--- config.mk ---
export PLATFORM = sky130hd
export DESIGN_NAME = subleq_ctrl
export DESIGN_NICKNAME = d
export VERILOG_FILES = /design/src/rtl/subleq_pkg.sv /design/src/rtl/subleq_ctrl.sv
export SDC_FILE = /design/constraint.sdc
export NUM_CORES = 1
export LEC_CHECK = 0
export CAP_MARGIN = 20
export CORE_MARGIN = 4
export CORE_UTILIZATION = 45
export DETAILED_ROUTE_END_ITERATION = 8
export HOLD_SLACK_MARGIN = 0.03
export PLACE_DENSITY = 0.66
export SETUP_SLACK_MARGIN = 0.1
export SYNTH_ARGS = -nofsm -noshare
export SYNTH_HDL_FRONTEND = slang
export SYNTH_SLANG_ARGS = --single-unit
--- constraint.sdc ---
create_clock -name clk -period 5 [get_ports clk]
set_input_delay 0.5 -clock clk [delete_from_list [all_inputs] [get_ports clk]]
set_output_delay 0.5 -clock clk [all_outputs]
set_load 0.005 [all_outputs]
--- src/rtl/subleq_pkg.sv ---
// subleq_pkg: shared state encoding and word geometry for the SUBLEQ sequencer
package subleq_pkg;
    typedef enum logic [3:0] {IDLE, RD_A, RD_B, RD_C, LD_A, LD_B, EXEC, HALT, FAULT} state_t;
    localparam int WORD_W = 64;
    localparam int INSTR_WORDS = 3;
endpackage

--- src/rtl/subleq_ctrl.sv ---
// subleq_ctrl: fetch/load/subtract/branch sequencer driving a single-port 64-bit word memory
module subleq_ctrl
    import subleq_pkg::*;
#(
    parameter int ADDR_W = 10,
    parameter logic [WORD_W-1:0] START_PC = '0,
    parameter int MAX_INSTR = 0
) (
    input  logic              clk,
    input  logic              rst,
    input  logic              start,
    output logic [WORD_W-1:0] mem_addr,
    output logic [WORD_W-1:0] mem_wdata,
    output logic              mem_we,
    output logic              mem_re,
    input  logic [WORD_W-1:0] mem_rdata,
    output logic              busy,
    output logic              halted,
    output logic              fault,
    output logic [WORD_W-1:0] pc,
    output logic [31:0]       instr_count
);
    state_t state;
    logic [WORD_W-1:0] a_ptr, b_ptr, c_tgt, a_val, res;
    logic access, addr_ok, leq, limit;

    function automatic logic in_range(input logic [WORD_W-1:0] a);
        return (a >> ADDR_W) == '0;
    endfunction

    // rst gates the strobes combinationally so a reset landing in EXEC never lets the write through
    always_comb begin
        mem_addr = state == RD_A ? pc :
                   state == RD_B ? pc + WORD_W'(1) :
                   state == RD_C ? pc + WORD_W'(2) :
                   state == LD_A ? a_ptr : b_ptr;
        access = state inside {RD_A, RD_B, RD_C, LD_A, LD_B};
        addr_ok = in_range(mem_addr);
        mem_re = access && addr_ok && !rst;
        mem_we = state == EXEC && !rst;
        res = mem_rdata - a_val;
        mem_wdata = res;
        leq = $signed(res) <= 64'sd0;
        limit = MAX_INSTR != 0 && instr_count + 32'd1 == 32'(MAX_INSTR);
        busy = access || state == EXEC;
        halted = state == HALT;
        fault = state == FAULT || (access && !addr_ok);
    end

    always_ff @(posedge clk) begin
        if (rst) begin
            state <= IDLE;
            pc <= START_PC;
            instr_count <= '0;
            a_ptr <= '0;
            b_ptr <= '0;
            c_tgt <= '0;
            a_val <= '0;
        end else begin
            case (state)
                IDLE, HALT: if (start) begin
                    state <= RD_A;
                    pc <= START_PC;
                    instr_count <= '0;
                end
                RD_A: state <= addr_ok ? RD_B : FAULT;
                RD_B: begin
                    a_ptr <= mem_rdata;
                    state <= addr_ok ? RD_C : FAULT;
                end
                RD_C: begin
                    b_ptr <= mem_rdata;
                    state <= addr_ok ? LD_A : FAULT;
                end
                LD_A: begin
                    c_tgt <= mem_rdata;
                    state <= addr_ok ? LD_B : FAULT;
                end
                LD_B: begin
                    a_val <= mem_rdata;
                    state <= addr_ok ? EXEC : FAULT;
                end
                EXEC: begin
                    instr_count <= instr_count + 32'd1;
                    if (limit || (leq && c_tgt[WORD_W-1])) state <= HALT;
                    else begin
                        state <= RD_A;
                        pc <= leq ? c_tgt : pc + WORD_W'(INSTR_WORDS);
                    end
                end
                FAULT: state <= FAULT;
                default: state <= IDLE;
            endcase
        end
    end
endmodule

==> impl_metrics.env <==
export IMPL_outcome="complete, but fails checks"
export IMPL_violations="DRC, setup timing"
export IMPL_die_area_mm2=0.0600
export IMPL_start_kind="flop"
export IMPL_num_vias=31699
export IMPL_r2r_cells=20
export IMPL_rsz0062_at_grt="yes"
export IMPL_wl_met1_um=50600
export IMPL_drv_cap=0
export IMPL_relSlewSlack_pct=28.3
export IMPL_die_h_um=245
export IMPL_synth_cells=3672
export IMPL_ys_flop_type="dfxtp_1"
export IMPL_clk_path_buf_depth=3
export IMPL_required_ns=4.50
export IMPL_synth_top_area_share_pct=28.2
export IMPL_min_path_type="primary input to flop"
export IMPL_cts_made_buffers=41
export IMPL_wl_per_cell_um=23.7
export IMPL_antenna_found_initial=4
export IMPL_fin_worst_skew_ns=0.0379
export IMPL_worstHoldPathCells=2
export IMPL_grt_usage_pct=39.2
export IMPL_worstReg2RegEnd="state[2]"
export IMPL_power_density_mw_per_mm2=208
export IMPL_drc=7
export IMPL_synth_edf_count=0
export IMPL_initial_core_util_pct=45.7
export IMPL_clkTransAtPathRegs_ns=0.06
export IMPL_hold_viol_final=0
export IMPL_synth_area_mm2=0.0253
export IMPL_synth_cell_types=104
export IMPL_gp_congestion=1.04
export IMPL_yosys_area_top_type="dfxtp_1"
export IMPL_tightestPinTransition_ns=1.07
export IMPL_ys_async_sr_fraction_pct=0
export IMPL_drive_gt1_share_pct=22.7
export IMPL_layout_nets=4601
export IMPL_overflow=0
export IMPL_critPathArrivalTime_ns=4.66
export IMPL_post_route_util_pct=64.9
export IMPL_first_global_vias=29555
export IMPL_r2r_start="a_val[24]"
export IMPL_coreArea_mm2=0.0553
export IMPL_fp_row_count=86
export IMPL_cp_end_kind="output port"
export IMPL_pin_count=296
export IMPL_leakage_uw=0.0134
export IMPL_cts_sinks=356
export IMPL_htreeDepth=2
export IMPL_drtIter0Drc=3909
export IMPL_grt_max_degree=122
export IMPL_syn_num_nets=3808
export IMPL_crit_type="flop to output port"
export IMPL_critPathMaxFanout=18
export IMPL_total_power_uw=7460
export IMPL_hold_buffers=0
export IMPL_area_growth_pct=42.1
export IMPL_drt_first_pass_iters=9
export IMPL_ff2ff_setup_slack_ns=0.36
export IMPL_wl_met2_um=53600
export IMPL_ys_seq_elements=356
export IMPL_finalMaxSlewViolations=0
export IMPL_postRouteAntennaNets=0
export IMPL_clk_latency_ns=0.59
export IMPL_grt_pass1_wl_um=183000
export IMPL_synth_seq_area_share_pct=28.2
export IMPL_synthTopCellsByArea="dfxtp_1, nand2_1, a21oi_1"
export IMPL_syn_area_per_cell_um2=6.88
export IMPL_hold_path_end="instr_count[3]"
export IMPL_setup_slack_ns=-0.160
export IMPL_min_delay_start="rst"
export IMPL_dp_hpwl_um=96500
export IMPL_cts_tree="done"
export IMPL_fp_dieW_um=245
export IMPL_max_freq_mhz=194
export IMPL_portBuffers=295
export IMPL_highest_layer="met5"
export IMPL_wirelength_um=124000
export IMPL_met3WireLength_um=12700
export IMPL_viasPerCell=6.05
export IMPL_setup_viol=2
export IMPL_fin_crit_sh_pct=103
export IMPL_period_minus_slack_ns=5.16
export IMPL_irDropWorstVdd_mv=0.231
export IMPL_yosys_warnings=0
export IMPL_clk_root_buffer_cell="clkbuf_16"
==> per-layer routing <==
| layer | global-route usage, % | vias up |
|---|---|---|
| li1 | - | 14687 |
| met1 | 51.9 | 14816 |
| met2 | 60.9 | 1800 |
| met3 | 8.87 | 390 |
| met4 | 18.6 | 6 |
| met5 | 0 | - |
==> synthesized netlist by cell type, drive strengths merged (8+ instances only) <==
library cell / count
a211oi: 47
a21o: 24
a21oi: 485
a221o: 11
a221oi: 8
a22o: 39
a22oi: 8
a31o: 17
a31oi: 30
and2: 26
and3: 46
and4: 17
buf: 89
clkbuf: 212
dfxtp: 356
ha: 68
inv: 122
mux2i: 40
nand2: 824
nand2b: 9
nand3: 107
nand4: 95
nor2: 243
nor3: 90
nor4: 52
nor4b: 9
o211a: 8
o211ai: 19
o21a: 20
o21ai: 151
o21bai: 10
o221ai: 13
o22a: 8
o22ai: 32
o311a: 8
o31ai: 17
o32ai: 13
or2: 18
or3: 30
or4: 22
xnor2: 70
xor2: 43
==> layout by cell type (no fill, tap or decap), types with 15 or more instances in the layout <==
master,instances
nand2_1,819
buf_4,719
a21oi_1,475
dfxtp_1,330
clkdlybuf4s50_1,291
nor2_1,235
o21ai_0,130
inv_1,119
nand3_1,100
nand4_1,91
nor3_1,81
xnor2_1,70
ha_1,59
and3_1,43
xor2_1,43
clkbuf_16,42
nor4_1,40
a211oi_1,39
a22o_1,39
mux2i_1,39
o22ai_1,30
a31oi_1,29
or3_1,29
a21o_1,24
and2_1,24
o21ai_1,20
o21a_1,20
buf_12,20
o211ai_1,19
or4_1,19
dfxtp_2,19
buf_6,18
and4_1,15
or2_2,15
a31o_2,15
==> repair_timing <==
item,in CTS,in global routing
pin swaps,32,22
setup endpoints to repair,68,73
setup buffers,16,5
gates resized for setup,99,79
hold endpoints to repair,0,0
==> worst max-delay path by stage <==
| stage | from | to | cells after the start |
|---|---|---|---|
| after floorplan | mem_rdata[0] | pc[13] | 16 |
| after global placement | mem_rdata[0] | pc[13] | 20 |
| after detailed placement | mem_rdata[0] | pc[13] | 20 |
| after CTS | pc[1] | fault | 17 |
| after global routing | pc[14] | fault | 16 |
| final | state[0] | fault | 16 |
==> registers in the layout (all words and copies together), names as in the netlist <==
register and cells:
state 4, a_ptr 64, b_ptr 64, c_tgt 64
a_val 64, pc 64, instr_count 32
==> cell type report <==
cell class | count | area [µm²]
antenna | 2 | 5.00
clock buffer | 54 | 1190
clock inverter | 17 | 209
fill | 5164 | 19400
inverter | 122 | 460
multi-input combinational | 2893 | 17000
sequential | 356 | 7180
tap | 748 | 936
timing repair buffer | 1051 | 8940
==> power breakdown <==
group / switching [µW] / total, µW / internal (µW)
Sequential: 7.26 / 2850 / 2840
Clock: 1310 / 3140 / 1840
Combinational: 773 / 1470 / 702
Total: 2090 / 7460 / 5380
==> critical path: stages (launching register included) <==
cell and delay, ns:
dfxtp_1 0.33, buf_4 0.15, buf_4 0.15, or4b_4 0.58
buf_6 0.21, nand2_1 0.08, a21oi_1 0.20, o21a_1 0.25
a221o_2 0.38, a221o_1 0.30, nor4_2 0.26, nand4_1 0.24
and4bb_1 0.39, buf_12 0.16, a21oi_2 0.04, a31o_1 0.24
buf_2 0.15
==> cells by family after synthesis <==
group           after synthesis  synth area share, %
fa+ha+maj                    69                 3.45
mux                          40                 1.58
flops                       356                 28.2
simple gates               1620                 29.8
buf+inv                     423                 6.88
compound gates             1051                 26.2
xor+xnor                    113                 3.92
==> stage by stage <==
step                TNS, ns  instance area, µm²  std cells  worst slack [ns]  hold WS [ns]
floorplan                 0               25300       3672             0.716         0.432
global placement     -30.22               33700       5149            -0.546         0.438
detailed placement   -36.11               33700       5149            -0.627         0.446
CTS                 -0.0583               35500       5236           -0.0583         0.422
global route         -0.235               35900       5241            -0.174         0.428
finish               -0.208               35900       5243            -0.160         0.345
No activity file was read; power rests on OpenSTA's default activity.
